[config.mk]
export PLATFORM = sky130hd
export DESIGN_NAME = button_reader
export DESIGN_NICKNAME = d
export VERILOG_FILES = /design/src/rtl/button_reader.sv
export SDC_FILE = /design/constraint.sdc
export NUM_CORES = 1
export LEC_CHECK = 0
export CORE_UTILIZATION = 55
export DETAILED_ROUTE_END_ITERATION = 8
export PLACE_DENSITY = 0.75
export SLEW_MARGIN = 20
export SYNTH_ARGS = -nofsm -noshare
export SYNTH_HDL_FRONTEND = slang
export SYNTH_SLANG_ARGS = --single-unit
[constraint.sdc]
create_clock -name clk_i -period 2 [get_ports clk_i]
set_clock_uncertainty 0.15 [all_clocks]
set_input_delay 0.3 -clock clk_i [delete_from_list [all_inputs] [get_ports clk_i]]
set_output_delay 0.3 -clock clk_i [all_outputs]
set_load 0.05 [all_outputs]
[src/rtl/button_reader.sv]
// Push-button front end: two-flop synchroniser, debounce filter and a
// press-duration classifier producing level, press/release and short/long pulses.
module button_reader #(
    parameter int DEBOUNCE_CYCLES = 250_000,
    parameter int LONG_CYCLES     = 25_000_000,
    parameter bit ACTIVE_LOW      = 1'b1
) (
    input  logic clk_i,
    input  logic rst_i,
    input  logic btn_i,
    output logic level_o,
    output logic press_o,
    output logic release_o,
    output logic short_o,
    output logic long_o
);
    localparam int DB_W   = $clog2(DEBOUNCE_CYCLES) + 1;
    localparam int HOLD_W = $clog2(LONG_CYCLES) + 1;
    localparam logic [DB_W-1:0]   DB_LAST   = DB_W'(DEBOUNCE_CYCLES - 1);
    localparam logic [HOLD_W-1:0] HOLD_LAST = HOLD_W'(LONG_CYCLES - 1);

    typedef enum logic [1:0] {IDLE, PRESSED, LONG_HELD} state_t;

    state_t            state;
    logic              s1, s2;
    logic              raw;
    logic              db_done, acc_press, acc_release;
    logic [DB_W-1:0]   db_cnt;
    logic [HOLD_W-1:0] hold_cnt;

    // raw is 1 whenever the button is physically pressed, whatever the pin polarity.
    assign raw         = s2 ^ ACTIVE_LOW;
    assign db_done     = (raw != level_o) && (db_cnt == DB_LAST);
    assign acc_press   = db_done && raw;
    assign acc_release = db_done && !raw;

    always_ff @(posedge clk_i) begin
        if (rst_i) begin
            s1      <= ACTIVE_LOW;
            s2      <= ACTIVE_LOW;
            level_o <= 1'b0;
            db_cnt  <= '0;
        end else begin
            s1 <= btn_i;
            s2 <= s1;
            if (raw == level_o) begin
                db_cnt <= '0;
            end else if (db_cnt == DB_LAST) begin
                level_o <= raw;
                db_cnt  <= '0;
            end else begin
                db_cnt <= db_cnt + DB_W'(1);
            end
        end
    end

    // Release is checked before the long threshold so a coincident release wins.
    always_ff @(posedge clk_i) begin
        if (rst_i) begin
            state     <= IDLE;
            hold_cnt  <= '0;
            press_o   <= 1'b0;
            release_o <= 1'b0;
            short_o   <= 1'b0;
            long_o    <= 1'b0;
        end else begin
            press_o   <= 1'b0;
            release_o <= 1'b0;
            short_o   <= 1'b0;
            long_o    <= 1'b0;
            case (state)
                IDLE: begin
                    if (acc_press) begin
                        state    <= PRESSED;
                        hold_cnt <= '0;
                        press_o  <= 1'b1;
                    end
                end
                PRESSED: begin
                    hold_cnt <= hold_cnt + HOLD_W'(1);
                    if (acc_release) begin
                        state     <= IDLE;
                        release_o <= 1'b1;
                        short_o   <= 1'b1;
                    end else if (hold_cnt == HOLD_LAST) begin
                        state  <= LONG_HELD;
                        long_o <= 1'b1;
                    end
                end
                LONG_HELD: begin
                    if (acc_release) begin
                        state     <= IDLE;
                        release_o <= 1'b1;
                    end
                end
                default: state <= IDLE;
            endcase
        end
    end
endmodule

==> metrics.md, run 1 <==
| Metric | Value |
|---|---|
| Syn_nets | 337 |
| Die area | 5380 um2 |
| Sink count of the clock tree | 54 |
| Growth of design area from synthesis to finish | 30.7% |
| Instance count of the mapped netlist | 329 |
| Maximum level of the CTS H-tree | 2 |
| TritonCTS clock tree | built |
| Number of diodes added for antenna fixing | 0 |
| Biggest area contributors in the synthesized netlist | dfxtp_1 39%, or4_1 4.8%, o31ai_1 4.6% |
| Initial core utilization | 58.1% |
| Cell with the biggest individual delay on the critical path | or4b_1 |
| Number of enable flip-flop cells after synthesis | 0 |
| CP Cell Sequence | or4b_1, nor3_2, a21boi_2, buf_12, or4_1, a21oi_1 |
| Routed via count | 2706 |
| Length of the first detailed-routing pass in iterations | 4 |
| Dpl hpwl | 4.60 mm |
| Clock power frac | 36.2% |
| Number of nets at the end of the flow | 392 |
| Aggregate negative setup slack | -4.77 ns |
| Worst hold slack across all endpoints | 0.274 ns |
| Top cell type's share of synthesized area | 38.6% |
| Violated checks | setup timing |
| Slew at the pin closest to its max-slew limit | 0.506 ns |
| Result of the run | complete, but fails checks |
| Startpoint types | register |
| Async S/R FF share, synth | 0% |
| Hold Buf Count CTS | 0 |
| Average footprint of a synthesized cell | 8.51 um2 |
| GRT Util Overall | 25.8% |
| Final worst-path setup slack | -0.247 ns |
| Internal Dissipation | 1370 uW |
| Sequential element share of the synthesized area | 38.6% |
| Classification of the worst-slack hold path | register to register |
| Fin cells | 452 |
| Met2 Track Usage GR | 44.9% |
| Seq cells post-synth | 54 |
| Critical Setup Path Class | register to register |
| Sum of internal, switching and leakage power | 1760 uW |
| Met3 routing resource usage after global routing | 4.94% |
| Synthesis warning total | 0 |
| Peak-usage layer in the global routing report | met2 |
| Met1 track utilization from global routing | 32.4% |
| Clock buffer depth | 2 |
| Final Hold Vio Count | 0 |
| Logic gate share of total power | 2.3% |
| Crit path largest cell delay | 0.52 ns |
| Time the worst path needs with I/O delays and setup | 2.25 ns |
| Maximum number of pins on one net before global-route repair | 45 |
| Final estimated routing congestion in global placement | 0.832 |
| Crit-path max FO | 20 |
| Wire length of the first global-routing pass | 10.8 mm |
| Cell area after synthesis | 2800 um2 |
| # DRC | 0 |
| Switching share of power | 21.7% |
| Switching power total | 381 uW |
| Required time of the critical path | 2.09 ns |
| Clock buffer count from CTS | 5 |
| Height of the chip | 73.4 um |
| Unrepaired setup endpoints after global routing | yes |
| Std cell rows | 25 |
| Clock transition at path regs | 0.10 ns |
| Port bufs | 7 |
| Yosys top cell by area | dfxtp_1 |
| Overall die width | 73.4 um |
| Core box area | 4820 um2 |
| Worst-case headroom to the max-slew limit | 66.2% |
| Final setup violation count | 26 |
| Total instance count after detailed placement | 441 |
| Avg Vias per Cell | 5.99 |
| Total wirelength of the detailed-routed design | 6.82 mm |
| Critical path arrival | 2.33 ns |
| Count of cell types in the netlist | 53 |
| Fraction of the cycle the final worst path needs | 112% |
| Worst-Skew Late Latency | 0.31 ns |
| Sum of overflow across all layers after global routing | 0 |
| Post-layout utilization of the core | 75.9% |
| Maximum clock frequency | 0.445 GHz |
| Synth Flop Type | dfxtp_1 |
| Layout cell share with drive strength beyond 1 | 30.6% |
| Final count of pins violating max slew | 0 |
| Max_cap viols | 0 |
| Clock tree root driver cell | clkbuf_8 |
| I/O pin total | 8 |
| ANT nets after route | 0 |
| Leakage power figure | 0.00128 uW |
| Power density over the cells | 480 nW/um2 |
| Sequential cell fraction of total power | 61.4% |
| Detailed router's first-iteration violation count | 201 |
| Endpoint type of the worst setup path | register |
| Maximum vdd drop | 0.373 mV |
| Number of antenna violations at the first check in global routing | 0 |
| Number of global-route vias before repair | 2389 |
| Avg WL per Cell | 15.1 um |
critical path: cells and delay by family, from the launching register on:
family	cells	cell delay (ns)
compound gates	2	0.26
buf+inv	1	0.16
flops	1	0.33
simple gates	3	1.27
power groups by stage:
stage	sequential, uW	combinational, uW	clock (uW)
CTS	1080	39.0	653
global placement	1100	38.1	0
finish	1080	41.2	636
global route	1080	43.7	688
detailed placement	1100	38.6	0
floorplan	1100	19.5	0
cells in the mapped netlist (2+ instances only):
library cell  number
mux2i_1            2
nor3b_1            2
dfxtp_1           54
and4_1             8
and2_1             6
nor2b_1            3
nor3_1             8
nand2_1           18
nand4_1           13
nor4b_1            2
or2_2              3
o21a_1             2
or4_1             18
ha_1               5
o21ai_0            2
xnor2_1            9
nand4b_1           2
or3_1              2
clkbuf_1          16
nand2b_1           3
nor4bb_1           2
nand3_1           19
nor2_1            29
a21oi_1           24
buf_1              3
o31ai_1           17
inv_1              6
nor3_2             2
nor4_1             6
xor2_1             8
o31a_1             3
and3_1            10
buf_6              2
cell type report:
cell class	instances	area, um2
multi-input cells	248	1770
inverters	6	22.5
clock buffers	7	86.3
flip-flops and latches	54	1090
fillers	360	1160
clock inverters	1	5.00
repair buffers	69	604
well taps	67	83.8
routing by layer:
layer  vias to the layer above  share of wire (%)
met1                      1294                 45
met5                         -                  0
met2                        64                 50
met4                         0                1.0
li1                       1340                  -
met3                         8                3.9
sequential cells by signal, indices dropped and copies added, names as in the netlist:
| register | count |
|---|---|
| state | 2 |
| level_o | 1 |
| s1 | 1 |
| s2 | 1 |
| press_o | 1 |
| short_o | 1 |
| release_o | 1 |
| hold_cnt | 26 |
| db_cnt | 19 |
| long_o | 1 |
worst paths after layout:
path | startpoint | to | slack [ns] | depth (start not counted)
worst max-delay path | db_cnt[6] | hold_cnt[15] | -0.25 | 6
worst min-delay path | s1 | s2 | 0.27 | 1
worst max register to register | db_cnt[6] | hold_cnt[15] | -0.25 | 6
worst min register to register | s1 | s2 | 0.27 | 1
metrics by stage:
stage               worst slack, ns  area (um2)
global placement             -0.123        3360
floorplan                    -0.125        2820
CTS                          -0.211        3500
finish                       -0.247        3660
global route                 -0.333        3660
detailed placement           -0.193        3360
cells by family (layout without fill, tap and decap cells):
| group | after synthesis | in the layout | synth area share [%] |
|---|---|---|---|
| AND/OR/NAND/NOR | 164 | 164 | 34.5 |
| AO/OA/AOI/OAI | 60 | 60 | 14.5 |
| flip-flops | 54 | 54 | 38.6 |
| buffers and inverters | 27 | 83 | 4.16 |
| XOR/XNOR | 17 | 17 | 5.32 |
| adder cells (fa/ha/maj) | 5 | 5 | 2.23 |
| multiplexers | 2 | 2 | 0.715 |
placed cells by master, fill, tap and decap left out, drive strengths merged, types with 3 or more instances in the layout:
| master | n |
|---|---|
| a21oi | 24 |
| and2 | 6 |
| and3 | 11 |
| and4 | 9 |
| buf | 62 |
| clkbuf | 8 |
| clkdlybuf4s50 | 6 |
| dfxtp | 54 |
| ha | 5 |
| inv | 6 |
| nand2 | 18 |
| nand2b | 3 |
| nand3 | 20 |
| nand4 | 13 |
| nor2 | 29 |
| nor2b | 3 |
| nor3 | 10 |
| nor4 | 6 |
| o21ai | 3 |
| o31a | 3 |
| o31ai | 18 |
| or2 | 4 |
| or4 | 18 |
| xnor2 | 9 |
| xor2 | 8 |
what timing repair did:
action,in CTS,in global routing
endpoints found under the setup margin,26,29
pin swaps,3,20
cloned,0,2
buffers inserted,0,1
resized for setup,9,34
(Power assumes the default switching activity.)
==> run 2, diff against run 1 <==
--- a/config.mk
+++ b/config.mk
@@ -5,6 +5,7 @@
 export SDC_FILE = /design/constraint.sdc
 export NUM_CORES = 1
 export LEC_CHECK = 0
+export CORE_MARGIN = 2
 export CORE_UTILIZATION = 55
 export DETAILED_ROUTE_END_ITERATION = 8
 export PLACE_DENSITY = 0.75
@@ -12,3 +13,4 @@
 export SYNTH_ARGS = -nofsm -noshare
 export SYNTH_HDL_FRONTEND = slang
 export SYNTH_SLANG_ARGS = --single-unit
+export TNS_END_PERCENT = 100
==> run 2 against run 1 <==
  * The flow still finishes with violations (setup timing)
  * Register-to-register slack got worse by 0.08 ns
  * First-iteration DRC count rose by 47%
  * Maximum frequency shrank 3.6%
  * Total power increased by 4.9%
  * Sequential cell count unchanged
  * Final cell count is 0.44% higher
  * Via count rose by 4.5%
  * Die area rose by 5.5%
  * Combinational power grew 1%
  * Design area is 4.1% higher
  * Critical path depth stayed put
  * Sequential power about the same
==> metrics.md, run 2 (synthesis results as in run 1) <==
| Metric | Value |
|---|---|
| Result of the run | complete, but fails checks |
| Violated checks | setup timing |
| Final estimated routing congestion in global placement | 0.836 (+0.49%) |
| Required time of the critical path | 2.08 ns (about the same) |
| Number of buffers and inverters on the critical path | 1 (unchanged) |
| Wire length of the first global-routing pass | 11.8 mm (+8.3%) |
| CP Cell Sequence | or4_4, nor3_4, a21boi_4, buf_12, or4_1, a21oi_1 |
| Worst R2R Path Depth | 6 (unchanged) |
| Final Hold Vio Count | 0 (unchanged) |
| Unrepaired setup endpoints after global routing | yes |
| Time the worst path needs with I/O delays and setup | 2.33 ns (+0.0833 ns) |
| Layout cell share with drive strength beyond 1 | 33.1% (+2.4 points) |
| Final count of pins violating max slew | 0 (unchanged) |
| Worst r2r src | db_cnt[11] |
| Core box area | 4820 um2 (unchanged) |
| Leading cell type in the layout, fill and taps excluded | buf_4 |
| Worst-Skew Late Latency | 0.30 ns (about the same) |
| Startpoint types | register |
| Hold Buf Count CTS | 0 (unchanged) |
| Total instance count after detailed placement | 439 (-0.45%) |
| Sum of overflow across all layers after global routing | 0 (unchanged) |
| Maximum number of pins on one net before global-route repair | 45 (unchanged) |
| Avg WL per Cell | 17.3 um (+15%) |
| Number of nets at the end of the flow | 394 (+0.51%) |
| Total wirelength of the detailed-routed design | 7.87 mm (+15%) |
| Power density over the cells | 483 nW/um2 (+0.70%) |
| Die area | 5680 um2 (+5.5%) |
| Clock buffer count from CTS | 5 (unchanged) |
| GRT Util Overall | 26.6% (+0.81 points) |
| Routed via count | 2827 (+4.5%) |
| Worst-case headroom to the max-slew limit | 66.1% (about the same) |
| Dpl hpwl | 4.67 mm (+1.7%) |
| Regs by FF count | hold_cnt: 26 flops, db_cnt: 19 flops, state: 2 flops |
| Sink count of the clock tree | 54 (unchanged) |
| Critical path arrival | 2.41 ns (+0.08 ns) |
| Classification of the worst-slack hold path | register to register |
| Clock tree root driver cell | clkbuf_8 |
| Instance count along the most critical hold path | 1 (unchanged) |
| Overall die width | 75.4 um (+2.7%) |
| Largest register by flop count | hold_cnt |
| Slew at the pin closest to its max-slew limit | 0.506 ns (+0.000890 ns) |
| TritonCTS clock tree | built |
| Max_cap viols | 0 (unchanged) |
| # DRC | 0 (unchanged) |
| Number of antenna violations at the first check in global routing | 0 (unchanged) |
| Leakage power figure | 0.00135 uW (+5.5%) |
| Growth of design area from synthesis to finish | 36.1% |
| Post-Place Setup Slack | -0.207 ns (-0.0137 ns) |
| Final worst-path setup slack | -0.331 ns (-0.0833 ns) |
| Maximum clock frequency | 0.429 GHz (-3.6%) |
| Clock transition at path regs | 0.09 ns (about the same) |
| Height of the chip | 75.4 um (+2.7%) |
| Maximum vdd drop | 0.473 mV (+27%) |
| Fin cells | 454 (+0.44%) |
| Number of diodes added for antenna fixing | 0 (unchanged) |
| I/O pin total | 8 (unchanged) |
| Maximum level of the CTS H-tree | 2 (unchanged) |
| Clock buffer depth | 2 (unchanged) |
| Detailed router's first-iteration violation count | 295 (+47%) |
| Most frequent cells in the layout | 55 x buf_4, 47 x dfxtp_1, 28 x nor2_1, 19 x nand3_1 |
| R2R Setup Slk | -0.33 ns (-0.08 ns) |
| Endpoint type of the worst setup path | register |
| Crit-path max FO | 18 (-10%) |
| Startpoint of the worst hold path | s1 |
| Post-layout utilization of the core | 79.1% (+3.1 points) |
| Kind of cell adding the most delay to the critical path | simple AND/OR/NAND/NOR gates |
| Max FFs per register | 26 (unchanged) |
| Initial core utilization | 58.1% (unchanged) |
| Final setup violation count | 24 (-7.7%) |
| Port bufs | 7 (unchanged) |
| Length of the first detailed-routing pass in iterations | 4 (unchanged) |
| Hold Path End | s2 |
| Cell with the biggest individual delay on the critical path | or4_4 |
| ANT nets after route | 0 (unchanged) |
| Crit path largest cell delay | 0.56 ns (+0.04 ns) |
| Avg Vias per Cell | 6.23 (+4.0%) |
| Crit Reg-Reg Endpoint | hold_cnt[17] |
| Fraction of the cycle the final worst path needs | 117% (+4.2 points) |
| Number of global-route vias before repair | 2631 (+10%) |
| Critical Setup Path Class | register to register |
| Std cell rows | 25 (unchanged) |
-- run 2: cell count changes in the layout (fill, tap and decap cells not counted), sizes merged --
cell | before | now
buf | 62 | 64
clkbuf | 8 | 6
bufinv | 0 | 1
clkinv | 1 | 2
-- run 2: layout make-up --
type	count	area, um2
inverters	6	22.5
clock buffers	5	68.8
multi-input cells	248	1850
fillers	307	1010
well taps	67	83.8
flip-flops and latches	54	1090
clock inverters	3	40.0
repair buffers	71	656
-- run 2: power by group --
group / switching [uW] / total [uW] / internal (uW)
clock: 353 / 722 / 369
combinational: 24.0 / 41.6 / 17.6
sequential: 1.92 / 1080 / 1080
total: 379 / 1840 / 1460
-- run 2: metrics by stage --
step	area (um2)	hold WS (ns)	total power, uW	setup TNS [ns]
after floorplan	2820	0.239	1120	-1.03
after global placement	3350	0.243	1140	-1.96
after detailed placement	3350	0.268	1140	-3.23
after CTS	3610	0.288	1860	-3.34
after global routing	3810	0.310	1910	-6.30
final	3810	0.289	1840	-4.58
-- run 2: metal layers --
layer	up-vias	share of wire [%]	GRT usage, %
li1	1349	-	-
met1	1359	42	34.0
met2	97	50	44.9
met3	22	5.2	5.42
met4	0	2.8	8.77
met5	-	0	0
-- run 2: worst max path at each step --
stage                           from           end  slack [ns]  cells past startpoint
after floorplan            db_cnt[6]  hold_cnt[15]       -0.13                      6
after global placement    db_cnt[11]  hold_cnt[17]       -0.13                      6
after detailed placement  db_cnt[11]  hold_cnt[22]       -0.21                      6
after CTS                 db_cnt[11]  hold_cnt[22]       -0.21                      6
after global routing      db_cnt[11]  hold_cnt[17]       -0.39                      6
final                     db_cnt[11]  hold_cnt[17]       -0.33                      6
-- run 2: what timing repair did --
item,in CTS,in global routing
gates resized for setup,22,38
pin swaps,8,17
setup endpoints to repair,27,28
setup buffers,3,3
cloned,1,1
